## src/rtl/vibrometer_pkg.sv

```systemverilog
// Shared constants for the vibrometer acquisition path: DataMover S2MM command
// layout, buffer-count limits and log-length clamping.
package vibrometer_pkg;

    localparam int MAX_BUFFER_COUNT = 8;
    localparam int IDX_W            = $clog2(MAX_BUFFER_COUNT);

    // xCACHE, xUSER, RSVD and TAG nibbles sit above ADDR and are always zero
    localparam int   CMD_HDR_W     = 16;
    localparam int   CMD_DSA_W     = 6;
    localparam int   CMD_BTT_W     = 23;
    localparam int   CMD_EXTRA_W   = CMD_HDR_W + 1 + 1 + CMD_DSA_W + 1 + CMD_BTT_W;
    localparam logic CMD_TYPE_INCR = 1'b1;

    function automatic logic [4:0] clamp_log_length(input logic [4:0] lg, input int btt_w);
        logic [4:0] lim;
        lim = 5'(btt_w - 1);
        return (lg > lim) ? lim : lg;
    endfunction

endpackage

```

## src/rtl/buffer_allocator.sv

```systemverilog
// Picks the lowest ring-buffer index that is neither the just-filled buffer
// nor the buffer currently locked by the reader.
module buffer_allocator
    import vibrometer_pkg::*;
#(
    parameter int BUFFER_COUNT = 3
) (
    input  logic [IDX_W-1:0] full_idx_i,
    input  logic             lock_vld_i,
    input  logic [IDX_W-1:0] lock_idx_i,
    output logic [IDX_W-1:0] wr_idx_o
);

    always_comb begin
        logic found;
        found    = 1'b0;
        wr_idx_o = '0;
        for (int i = 0; i < BUFFER_COUNT; i++) begin
            if (!found && (IDX_W'(i) != full_idx_i) &&
                !(lock_vld_i && (IDX_W'(i) == lock_idx_i))) begin
                wr_idx_o = IDX_W'(i);
                found    = 1'b1;
            end
        end
    end

endmodule

```

## src/rtl/multi_buffer_manager.sv

```systemverilog
// Ring-buffer manager: issues one S2MM command per frame into a free buffer,
// tracks the last completed buffer and lets a reader lock it.
module multi_buffer_manager
    import vibrometer_pkg::*;
#(
    parameter int MM_ADDR_WIDTH = 32,
    parameter int BUFFER_COUNT  = 3,
    parameter int BTT_WIDTH     = 23
) (
    input  logic                        SYS_aclk,
    input  logic                        SYS_aresetn,
    input  logic                        SM_enable,
    input  logic [4:0]                  SM_log_length,
    input  logic [MM_ADDR_WIDTH-1:0]    SM_base_address,
    input  logic                        SM_request,
    output logic [MM_ADDR_WIDTH-1:0]    SM_read_buffer,
    output logic                        SM_read_valid,
    output logic [15:0]                 SM_overrun_count,
    output logic                        M_AXIS_tvalid,
    input  logic                        M_AXIS_tready,
    output logic [MM_ADDR_WIDTH+47:0]   M_AXIS_tdata
);

    localparam int CMD_W = MM_ADDR_WIDTH + CMD_EXTRA_W;

    if (BUFFER_COUNT < 3 || BUFFER_COUNT > MAX_BUFFER_COUNT) begin : g_bad_count
        $error("BUFFER_COUNT out of range");
    end

    logic                     en_q;
    logic [4:0]               len_q, len_d;
    logic [MM_ADDR_WIDTH-1:0] base_q, base_d;
    logic [BTT_WIDTH-1:0]     cnt_q, cnt_d, frame_last;
    logic [IDX_W-1:0]         wr_idx_q, wr_idx_d, full_idx_q, full_idx_d;
    logic [IDX_W-1:0]         lock_idx_q, lock_idx_d, alloc_idx;
    logic                     full_vld_q, full_vld_d, lock_vld_q, lock_vld_d;
    logic                     tvalid_q, tvalid_d;
    logic [CMD_W-1:0]         tdata_q, tdata_d;
    logic [15:0]              ovr_q, ovr_d;
    logic [MM_ADDR_WIDTH-1:0] rd_buf_q, rd_buf_d;
    logic                     rise, run, boundary, pending, grant;

    function automatic logic [MM_ADDR_WIDTH-1:0] buf_addr(
        input logic [MM_ADDR_WIDTH-1:0] base,
        input logic [IDX_W-1:0]         idx,
        input logic [4:0]               lg);
        return base + (MM_ADDR_WIDTH'(idx) << lg);
    endfunction

    function automatic logic [CMD_W-1:0] s2mm_cmd(
        input logic [MM_ADDR_WIDTH-1:0] addr,
        input logic [4:0]               lg);
        logic [CMD_BTT_W-1:0] btt;
        btt = CMD_BTT_W'(1) << lg;
        return {{CMD_HDR_W{1'b0}}, addr, 1'b0, 1'b0, {CMD_DSA_W{1'b0}}, CMD_TYPE_INCR, btt};
    endfunction

    // Exclusion uses next-cycle lock state so a same-cycle grant protects the buffer
    buffer_allocator #(.BUFFER_COUNT(BUFFER_COUNT)) u_alloc (
        .full_idx_i (wr_idx_q),
        .lock_vld_i (lock_vld_d),
        .lock_idx_i (lock_idx_d),
        .wr_idx_o   (alloc_idx)
    );

    always_comb begin
        rise       = SM_enable && !en_q;
        run        = SM_enable && en_q;
        frame_last = (BTT_WIDTH'(1) << len_q) - BTT_WIDTH'(1);
        boundary   = run && (cnt_q == frame_last);
        pending    = tvalid_q && !M_AXIS_tready;
        grant      = SM_request && full_vld_q && !lock_vld_q;

        len_d      = rise ? clamp_log_length(SM_log_length, BTT_WIDTH) : len_q;
        base_d     = rise ? SM_base_address : base_q;
        lock_vld_d = SM_request && (lock_vld_q || full_vld_q);
        lock_idx_d = grant ? full_idx_q : lock_idx_q;
        rd_buf_d   = !SM_request ? '0 :
                     grant       ? buf_addr(base_q, full_idx_q, len_q) : rd_buf_q;

        cnt_d      = cnt_q;
        wr_idx_d   = wr_idx_q;
        full_idx_d = full_idx_q;
        full_vld_d = full_vld_q;
        ovr_d      = ovr_q;
        tvalid_d   = pending;
        tdata_d    = tdata_q;

        if (rise) begin
            cnt_d      = '0;
            wr_idx_d   = '0;
            full_vld_d = 1'b0;
            ovr_d      = '0;
            tvalid_d   = 1'b1;
            tdata_d    = s2mm_cmd(SM_base_address, len_d);
        end else if (run) begin
            cnt_d = boundary ? '0 : cnt_q + BTT_WIDTH'(1);
            if (boundary) begin
                if (pending) begin
                    ovr_d = (ovr_q == 16'hFFFF) ? ovr_q : ovr_q + 16'd1;
                end else begin
                    full_idx_d = wr_idx_q;
                    full_vld_d = 1'b1;
                    wr_idx_d   = alloc_idx;
                    tvalid_d   = 1'b1;
                    tdata_d    = s2mm_cmd(buf_addr(base_q, alloc_idx, len_q), len_q);
                end
            end
        end
    end

    always_ff @(posedge SYS_aclk or negedge SYS_aresetn) begin
        if (!SYS_aresetn) begin
            en_q       <= 1'b0;
            len_q      <= '0;
            base_q     <= '0;
            cnt_q      <= '0;
            wr_idx_q   <= '0;
            full_idx_q <= '0;
            full_vld_q <= 1'b0;
            lock_vld_q <= 1'b0;
            lock_idx_q <= '0;
            rd_buf_q   <= '0;
            ovr_q      <= '0;
            tvalid_q   <= 1'b0;
            tdata_q    <= '0;
        end else begin
            en_q       <= SM_enable;
            len_q      <= len_d;
            base_q     <= base_d;
            cnt_q      <= cnt_d;
            wr_idx_q   <= wr_idx_d;
            full_idx_q <= full_idx_d;
            full_vld_q <= full_vld_d;
            lock_vld_q <= lock_vld_d;
            lock_idx_q <= lock_idx_d;
            rd_buf_q   <= rd_buf_d;
            ovr_q      <= ovr_d;
            tvalid_q   <= tvalid_d;
            tdata_q    <= tdata_d;
        end
    end

    assign SM_read_buffer   = rd_buf_q;
    assign SM_read_valid    = lock_vld_q;
    assign SM_overrun_count = ovr_q;
    assign M_AXIS_tvalid    = tvalid_q;
    assign M_AXIS_tdata     = tdata_q;

endmodule
```

## config.mk

```make
export PLATFORM = sky130hd
export DESIGN_NAME = multi_buffer_manager
export DESIGN_NICKNAME = d
export VERILOG_FILES = /design/src/rtl/vibrometer_pkg.sv /design/src/rtl/buffer_allocator.sv /design/src/rtl/multi_buffer_manager.sv
export SDC_FILE = /design/constraint.sdc
export NUM_CORES = 1
export LEC_CHECK = 0
export CAP_MARGIN = 30
export CORE_ASPECT_RATIO = 1.25
export CORE_UTILIZATION = 30
export DETAILED_ROUTE_END_ITERATION = 8
export PLACE_DENSITY = 0.6
export REMOVE_ABC_BUFFERS = 1
export SETUP_SLACK_MARGIN = 0.5
export SLEW_MARGIN = 20
export SYNTH_ARGS = -nofsm -noshare
export SYNTH_HDL_FRONTEND = slang
export SYNTH_SLANG_ARGS = --single-unit
```

## constraint.sdc

```tcl
create_clock -name SYS_aclk -period 13.05 [get_ports SYS_aclk]
set_clock_uncertainty 0.05 [all_clocks]
set_input_delay 3.915 -clock SYS_aclk [delete_from_list [all_inputs] [get_ports SYS_aclk]]
set_output_delay 3.915 -clock SYS_aclk [all_outputs]
set_load 0.02 [all_outputs]
```

==> metrics.txt, run 1 <==
status=finished, final reports clean; Tot Pwr=1.54 mW; root buffer cell=clkbuf_16; crit-path cells=clkdlybuf4s50_1 > buf_4 > nand3b_1 > buf_4 > nand2_1 > o21ai_0 > a22oi_1 > or3_1 > mux2_2 > nor2_1 > nand2_1 > nor2_1 > ha_1 > a21o_1 > a21o_1 > nand4_1 > nand2_1 > o22a_1 > o41ai_1 > o311ai_1 > o41ai_1 > or4_1 > nand4_1; CP max stage cell=o41ai_1; I/O pins=172; cell family with most CP delay=compound AO/OA/AOI/OAI gates; post-CTS setup buffer count=0; top cells by count, synth=nand2_1 (210), dfrtp_1 (175), nor2_1 (163), o21ai_0 (108), a21oi_1 (80); Placer Congestion=0.891; sequential power share=40.4%; number of DRC markers in iteration 0=783; sequential-to-total area share from yosys stat=36.5%; count leader, synth=nand2_1; worst path required time=13340 ps; CP most frequent cell=nand2_1; post-route cell area=14300 sq um; # hold bufs at CTS=0; layout cells sized above 1=4.55%; Int Pwr=0.999 mW; GRT overflow=0; fin crit period=9360 ps; Hold Vio Cnt, Final=0; clk_lat worst skew=460 ps; Psw=0.536 mW; Core Area=39200 sq um; deepest clock path buffer count=2; Pwr per Cell Area=107 nW/um^2; IR drop worst, VDD=0.0000984 V; reg2reg path depth=21; Post-synth EDFFs=0; Final Cycle Share=71.7%; Max FO, Critical Path=60; via count=10841; CP Buf/Inv Count=3; cell taking the most area after synthesis=dfrtp_1; Initial Utilization=30.6%; warnings from Yosys=0; post-DP HPWL=27.9 mm; CTS sink cnt=175; Crit. End Element=flop; Worst Hold Class=flop to flop; post-route ant nets=0; chip height=225 um; Routed WL=37.6 mm; post-DR vias/cell=5.26; # nets final=1657; clock-pin slew on the worst setup and hold paths=70 ps; Top FF cell, synth=dfrtp_1; crit path kind=input port to flop; largest net degree at the start of global routing=72; CTS tree=built; Gate Count Post-Synth=1445; largest cells by area after synthesis=dfrtp_1 (37%), ha_1 (6.8%), nand2_1 (6.6%), nor2_1 (5.1%), o21ai_0 (4.5%); wire per inst=18.2 um; Cell Rows=81; final setup vio count=0; Clk pwr share=31.4%; GRT Total Usage=18.8%; global-route wire length before repair=59.5 mm; H-Tree Level Count=4; antenna violations before repair=1; MaxCap Viol Count=0; Cell variety after synth=78; vias in the first global route=10685; combinational power share=28.2%; Pre-antenna DRT Iters=5; Syn-to-layout area delta=19.5%; post-synth top area share=36.5%; Slew headroom=43.4%; number of remaining DRC errors=0; Fmax=107 MHz; Data arrival, critical path=9650 ps; post-synthesis cell area=12000 sq um; Worst path depth=23; synthesized flop and latch total=175; async set or reset register ratio after synthesis=100%; critical path launch point type=input port; Largest stage delay, worst path=640 ps; post-CTS sizing=0; switch share=34.9%; placed inst area=13800 sq um; Slew Viols, Final=0; Static Leakage=6.42 nW; R2R Setup Slk=7340 ps; setup_tns=0 ps; final core occ=36.5%; IO buf count=147; mean post-synth cell area=8.30 sq um; width of the chip=181 um; Worst Hold Depth=1; RSZ-0062 raised after global routing=false; Num CTS Buffers=17; Die ar.=40800 sq um; Worst Tran Pin Value=850 ps
cell type report:
class | instances | area, sq um
Clock inverter | 11 | 82.6
Multi-Input combinational cell | 1166 | 7080
Fill cell | 4043 | 24900
Tap cell | 498 | 623
Timing Repair Buffer | 163 | 1620
Antenna cell | 1 | 2.50
Sequential cell | 175 | 4380
Inverter | 25 | 93.8
Clock buffer | 21 | 450
state kept, by name, indices dropped and copies added, names as in the netlist, 3 cells and up:
signal            count
lock_idx_q            3
SM_read_buffer       32
SM_overrun_count     16
len_q                 5
base_q               32
M_AXIS_tdata         56
cnt_q                23
kinds of logic (layout without fill, tap and decap cells):
family	count (synthesis)	after routing	share of synthesized area [%]
simple gates	602	602	23.2
mux	16	16	1.37
flops	175	175	36.5
other cells	1	25	0.0313
fa+ha+maj	67	67	7.12
buf+inv	127	220	5.24
xor+xnor	93	93	7.03
compound gates	364	364	19.5
through the flow:
| step | hold WS [ps] | instances | worst slack [ps] |
|---|---|---|---|
| after CTS | 436 | 2057 | 3720 |
| after detailed placement | 420 | 2025 | 3270 |
| after floorplan | 411 | 1366 | 3920 |
| after global routing | 469 | 2059 | 3120 |
| after global placement | 410 | 2025 | 3310 |
| final | 434 | 2060 | 3690 |
final timing paths:
path                                        from                to
worst min register to register  M_AXIS_tdata[23]  M_AXIS_tdata[23]
worst min-delay path            M_AXIS_tdata[23]  M_AXIS_tdata[23]
min in group asynchronous            SYS_aresetn   M_AXIS_tdata[6]
max in group asynchronous            SYS_aresetn        base_q[14]
worst max register to register     SM_read_valid  M_AXIS_tdata[63]
worst max-delay path                  SM_request  M_AXIS_tdata[63]
layout by cell type, fill, tap and decap left out, types with 6 or more instances in the layout:
master and instances:
o21a_1 29, o21ai_0 108, mux2i_1 13, a21oi_1 80, nand2_1 210, ha_1 65, or3_1 8, nor2_1 163
nand4_1 19, conb_1 24, clkdlybuf4s50_1 146, o221ai_1 18, inv_1 24, clkbuf_16 17, a31o_2 6, a31oi_1 13
nand2b_1 19, nand3_1 70, a211oi_1 10, a21o_1 24, xor2_1 58, o211ai_1 6, xnor2_1 33, o21bai_1 8
nor3_1 23, buf_4 14, and3_1 19, nor3b_1 10, dfrtp_1 175, o22ai_1 13, and2_1 13, nor2b_1 14
power by group through the flow:
stage                     Combinational [mW]  Sequential (mW)  Clock, mW
after global placement                 0.426            0.631          0
after detailed placement               0.430            0.631          0
after floorplan                        0.237            0.654          0
after CTS                              0.432            0.622      0.498
final                                  0.433            0.620      0.482
after global routing                   0.478            0.626      0.516
metal layers:
| layer | up-vias | global-route usage (%) | part of all wire [%] | wire, um |
|---|---|---|---|---|
| li1 | 5295 | - | - | - |
| met1 | 5182 | 22.4 | 42 | 15900 |
| met2 | 306 | 33.6 | 51 | 19000 |
| met3 | 58 | 3.38 | 4.3 | 1630 |
| met4 | 0 | 7.42 | 2.8 | 1050 |
| met5 | - | 0 | 0 | 0 |
worst register-to-register path, stage by stage (launching register included):
cell and delay (ps):
dfrtp_1 470, nand3b_1 170, buf_4 460, nand2_1 130, o21ai_0 240, a22oi_1 90
or3_1 400, mux2_2 350, nor2_1 130, nand2_1 190, nor2_1 260, ha_1 280
a21o_1 160, a21o_1 210, nand4_1 100, nand2_1 100, o22a_1 300, o41ai_1 640
o311ai_1 220, o41ai_1 360, or4_1 170, nand4_1 80
No activity file was read; power rests on OpenSTA's default activity.
==> run 2: changes to the inputs <==
--- a/config.mk
+++ b/config.mk
@@ -9,7 +9,7 @@
 export CORE_ASPECT_RATIO = 1.25
 export CORE_UTILIZATION = 30
 export DETAILED_ROUTE_END_ITERATION = 8
-export PLACE_DENSITY = 0.6
+export PLACE_DENSITY = 0.62
 export REMOVE_ABC_BUFFERS = 1
 export SETUP_SLACK_MARGIN = 0.5
 export SLEW_MARGIN = 20
==> constraint.sdc (replaced) <==
create_clock -name SYS_aclk -period 7.49 [get_ports SYS_aclk]
set_clock_uncertainty 0.05 [all_clocks]
set_input_delay 2.247 -clock SYS_aclk [delete_from_list [all_inputs] [get_ports SYS_aclk]]
set_output_delay 2.247 -clock SYS_aclk [all_outputs]
set_load 0.02 [all_outputs]
==> run 2 against run 1 <==
Highest routed layer is now met5. Critical path type unchanged. Via count barely moved. Largest cell class unchanged. Register-to-register slack got worse by 5400 ps. Sequential power is 74% higher. Final area grew 1.3%. Flip-flop and latch count unchanged. Sequential share of layout area is 0.38 points lower.
==> metrics.txt, run 2 (synthesized netlist as in run 1, its figures left out) <==
Final Worst Setup Slack=799 ps (-2890 ps); Pwr per Cell Area=191 nW/um^2 (+78%); # nets final=1667 (+0.60%); setup_tns=0 ps (unchanged); clock-pin slew on the worst setup and hold paths=70 ps (about the same); final setup vio count=0 (unchanged); commonest cells after routing, fill and taps aside=nand2_1 (208), dfrtp_1 (175), nor2_1 (162); max FFs per register=56 (unchanged); Cell Rows=81 (unchanged); Placed Cells=2035 (+0.49%); Data arrival, critical path=6960 ps (-2690 ps); fin crit period=6690 ps; layout cells sized above 1=5.79% (+1.2 points); Worst Hold Class=flop to flop; RSZ-0062 raised after global routing=false; Num CTS Buffers=17 (unchanged); crit path kind=input port to flop; CTS sink cnt=175 (unchanged); antenna violations before repair=2 (+1); post-place setup slack=170 ps (-3100 ps); Tot Pwr=2.77 mW (+80%); Die ar.=40800 sq um (unchanged); post-DR vias/cell=5.24 (-0.51%); commonest non-fill, non-tap cell in the layout=nand2_1; Core Area=39200 sq um (unchanged); largest net degree at the start of global routing=110 (+53%); chip height=225 um (unchanged); # hold bufs at CTS=0 (unchanged); via count=10833 (-0.074%); Hold Vio Cnt, Final=0 (unchanged); GRT Total Usage=18.7% (-0.18 points); root buffer cell=clkbuf_16; Worst Tran Pin Value=930 ps (+80.9 ps); wire per inst=18.4 um (+0.77%); GRT overflow=0 (unchanged); Max FO, Critical Path=5 (-92%); MaxCap Viol Count=0 (unchanged); I/O pins=172 (unchanged); clk_lat worst skew=470 ps (about the same); Slew headroom=38.0% (-5.4 points); Slew Viols, Final=0 (unchanged); CTS tree=built; Placer Congestion=0.896 (+0.56%); critical path launch point type=input port; IR drop worst, VDD=0.000154 V (+56%); Post-Layout Cell Count=2069 (+0.44%); final core occ=37.0% (+0.46 points); H-Tree Level Count=4 (unchanged); vias in the first global route=10494 (-1.8%); Pre-antenna DRT Iters=5 (unchanged); number of remaining DRC errors=0 (unchanged); Crit. End Element=flop; post-CTS setup buffer count=0 (unchanged); width of the chip=181 um (unchanged); worst path required time=7760 ps (-5580 ps); Syn-to-layout area delta=21.1%; Static Leakage=6.54 nW (+1.8%); Routed WL=38.0 mm (+1.2%); number of DRC markers in iteration 0=714 (-8.8%); IO buf count=147 (unchanged); post-DP HPWL=28.6 mm (+2.6%); Final Cycle Share=89.3%; deepest clock path buffer count=2 (unchanged); number of antenna cells inserted=0 (-1); post-route ant nets=0 (unchanged); status=finished, final reports clean; Initial Utilization=30.6% (unchanged); global-route wire length before repair=58.7 mm (-1.3%); Fmax=149 MHz
-- run 2: changes by cell type in the layout (fill, tap and decap cells not counted), sizes merged --
cell,delta
buf,+9
bufinv,+2
clkbuf,-2
clkdlybuf4s15,+1
clkinv,+2
clkinvlp,-4
diode,-1
inv,+2
-- run 2: worst max-delay path, stage by stage --
cell and delay (ps):
clkdlybuf4s50_1 500, nand3b_1 190, mux2_2 380, or3_1 420, buf_4 180, o22ai_1 290, nand2_2 170, nor2_1 140
ha_1 270, a21o_1 200, a31o_2 280, nand4_1 130, a311oi_1 150, or4b_1 570, a221oi_2 300, o21ai_0 150
xor2_1 160, mux2i_1 130, a21oi_1 80
-- run 2: final timing paths --
kind | startpoint | end | slack [ps] | cells after the start
setup reg to reg | len_q[0] | SM_read_buffer[31] | 1920 | 15
setup / recovery | SM_request | M_AXIS_tdata[62] | 800 | 19
hold reg to reg | M_AXIS_tdata[23] | M_AXIS_tdata[23] | 430 | 1
max in group asynchronous | SYS_aresetn | M_AXIS_tdata[2] | 4590 | 2
hold / removal | M_AXIS_tdata[23] | M_AXIS_tdata[23] | 430 | 1
min in group asynchronous | SYS_aresetn | SM_read_buffer[9] | 1760 | 1
-- run 2: area by class of cell --
cell class | count | area [sq um]
fill | 3967 | 24700
multi-input combinational | 1166 | 7120
sequential | 175 | 4380
timing repair buffer | 173 | 1700
tap | 498 | 623
clock buffer | 19 | 443
clock inverter | 13 | 155
inverter | 25 | 93.8
-- run 2: power breakdown --
group	leakage (nW)	internal [mW]	switching (mW)
combinational	4.00	0.298	0.464
sequential	2.25	1.01	0.0725
clock	0.292	0.508	0.417
-- run 2: metal layers --
metal  vias up  track usage, %  share of wire, %
met5         -               0             0.076
li1       5293               -                 -
met2       261            33.5                51
met4         4            7.22               2.9
met1      5210            21.7                42
met3        65            3.83               4.4
-- run 2: through the flow --
stage / hold slack, ps / area (sq um)
detailed placement: 406 / 13800
global placement: 409 / 13800
global route: 452 / 14500
CTS: 425 / 14400
finish: 426 / 14500
floorplan: 411 / 11500
-- run 2: timing repair --
item,in CTS,in global routing
gates resized for setup,0,9
setup endpoints to repair,0,5
endpoints found under the hold margin,0,0
==> run 3: changes to the inputs <==
--- a/config.mk
+++ b/config.mk
@@ -10,7 +10,6 @@
 export CORE_UTILIZATION = 30
 export DETAILED_ROUTE_END_ITERATION = 8
 export PLACE_DENSITY = 0.62
-export REMOVE_ABC_BUFFERS = 1
 export SETUP_SLACK_MARGIN = 0.5
 export SLEW_MARGIN = 20
 export SYNTH_ARGS = -nofsm -noshare
==> run 3 against run 2 <==
Fmax decreased by 1.7%. Die area unchanged. Critical path depth decreased by 2. Sequential share of layout area increased by 0.12 points. Power up 1.2%. Largest power group unchanged. Non-clock buffer count decreased by 10. Worst hold slack improved by 7.0 ps. Wire length grew 0.17%. Flip-flop and latch count did not move. Critical endpoint unchanged. Clock power rose by 2.5%.
==> metrics.txt, run 3 (synthesized netlist as in run 1, its figures left out) <==
Post-Layout Cell Count=2059 (-0.48%); layout cells sized above 1=5.19% (-0.60 points); R2R Setup Slk=1830 ps (-90 ps); CP max stage cell=or4b_1; Core Area=39200 sq um (unchanged); largest net degree at the start of global routing=108 (-1.8%); Worst Hold Class=flop to flop; Max FO, Critical Path=7 (+2); Num CTS Buffers=17 (unchanged); number of remaining DRC errors=0 (unchanged); post-DP HPWL=28.4 mm (-0.61%); Fmax=147 MHz (-1.7%); wire per inst=18.5 um (+0.66%); number of antenna cells inserted=0 (unchanged); Tot Pwr=2.80 mW (+1.2%); number of DRC markers in iteration 0=929 (+30%); Static Leakage=6.49 nW (-0.69%); CTS tree=built; Placer Congestion=0.940 (+4.9%); # nets final=1657 (-0.60%); status=finished, final reports clean; fin crit period=6810 ps (+114 ps); Cell Rows=81 (unchanged); critical path launch point type=input port; reg2reg start=len_q[0]; Worst Tran Pin Value=949 ps (+18.4 ps); post-DR vias/cell=5.26 (+0.53%); final setup vio count=0 (unchanged); chip height=225 um (unchanged); crit-path cells=clkdlybuf4s50_1 > nand3b_1 > mux2_2 > or3_1 > o22ai_1 > and2_1 > ha_1 > a211o_1 > a31o_2 > nand4_1 > a311oi_1 > or4b_1 > a221oi_2 > o21ai_0 > xor2_1 > mux2i_1 > a21oi_1; clk_lat worst skew=460 ps (about the same); GRT overflow=0 (unchanged); Final Cycle Share=90.9% (+1.5 points); clock-pin slew on the worst setup and hold paths=80 ps (about the same); CP startpoint=SM_request; H-Tree Level Count=4 (unchanged); commonest non-fill, non-tap cell in the layout=nand2_1; MaxCap Viol Count=0 (unchanged); hold wc startpoint=M_AXIS_tdata[23]; post-CTS setup buffer count=0 (unchanged); crit path kind=input port to flop; setup_tns=0 ps (unchanged); antenna violations before repair=0 (-2); via count=10838 (+0.046%); global-route wire length before repair=59.9 mm (+2.0%); root buffer cell=clkbuf_16; Routed WL=38.1 mm (+0.17%); Pwr per Cell Area=194 nW/um^2 (+1.6%); CP Buf/Inv Count=1 (-1); RSZ-0062 raised after global routing=false; cell family with most CP delay=compound AO/OA/AOI/OAI gates; Pre-antenna DRT Iters=5 (unchanged); Placed Cells=2026 (-0.44%); commonest cells after routing, fill and taps aside=nand2_1 (209), dfrtp_1 (175), nor2_1 (162); IR drop worst, VDD=0.000170 V (+11%); final core occ=36.9% (-0.14 points); Slew headroom=36.7% (-1.2 points); max FFs per register=56 (unchanged); WHS=433 ps (+6.98 ps); deepest clock path buffer count=2 (unchanged); GRT Total Usage=19.0% (+0.35 points); Hold Vio Cnt, Final=0 (unchanged); Data arrival, critical path=7080 ps (+120 ps); Fillers=4034 (+1.7%); Crit. End Element=flop; Largest stage delay, worst path=540 ps (-30 ps); worst path required time=7760 ps (about the same); Die ar.=40800 sq um (unchanged); Slew Viols, Final=0 (unchanged); IO buf count=147 (unchanged); post-route ant nets=0 (unchanged); Syn-to-layout area delta=20.6%; CTS sink cnt=175 (unchanged); I/O pins=172 (unchanged); width of the chip=181 um (unchanged); Initial Utilization=30.6% (unchanged); vias in the first global route=10546 (+0.50%)
run 3: changes by cell type in the layout (fill, tap and decap cells not counted), sizes merged:
cell / before / now
clkdlybuf4s15: 1 / 0
inv: 29 / 28
clkinvlp: 1 / 3
buf: 26 / 17
clkinv: 6 / 4
clkbuf: 19 / 20
run 3: cell type report:
cell class                 instances  area [sq um]  share of cell area [%]
sequential                       175          4380                    30.3
multi-input combinational       1166          7140                    49.4
clock inverter                    12           149                    1.03
tap                              498           623                    4.31
clock buffer                      20           467                    3.23
inverter                          25          93.8                   0.649
timing repair buffer             163          1610                    11.1
run 3: through the flow:
stage	setup WS, ps	area (sq um)
4_1_cts	544	14400
3_3_place_gp	208	13800
6_report	685	14500
3_5_place_dp	42.6	13800
2_1_floorplan	866	12100
5_1_grt	477	14500
run 3: routing by layer:
layer  share of wire [%]  track usage, %  vias to the layer above
li1                    -               -                     5275
met1                  42            22.8                     5192
met2                  51            33.7                      309
met3                 4.2            2.88                       62
met4                 3.3            8.16                        0
met5                   0               0                        -
run 3: where the power goes:
part	leakage (nW)	total (mW)	switching (mW)	internal (mW)
registers	2.25	1.10	0.0903	1.01
logic	3.95	0.755	0.460	0.295
clock network	0.293	0.948	0.422	0.526
run 3: what timing repair did:
action,in CTS,in global routing
resized for setup,0,9
hold buffers,0,0
endpoints found under the hold margin,0,0
setup endpoints to repair,0,5
run 3: worst paths after layout:
path                                    end  cells past startpoint
min in group asynchronous  M_AXIS_tdata[11]                      1
setup / recovery           M_AXIS_tdata[62]                     17
hold reg to reg            M_AXIS_tdata[23]                      1
setup reg to reg           M_AXIS_tdata[19]                     13
hold / removal             M_AXIS_tdata[23]                      1
max in group asynchronous        base_q[14]                      2
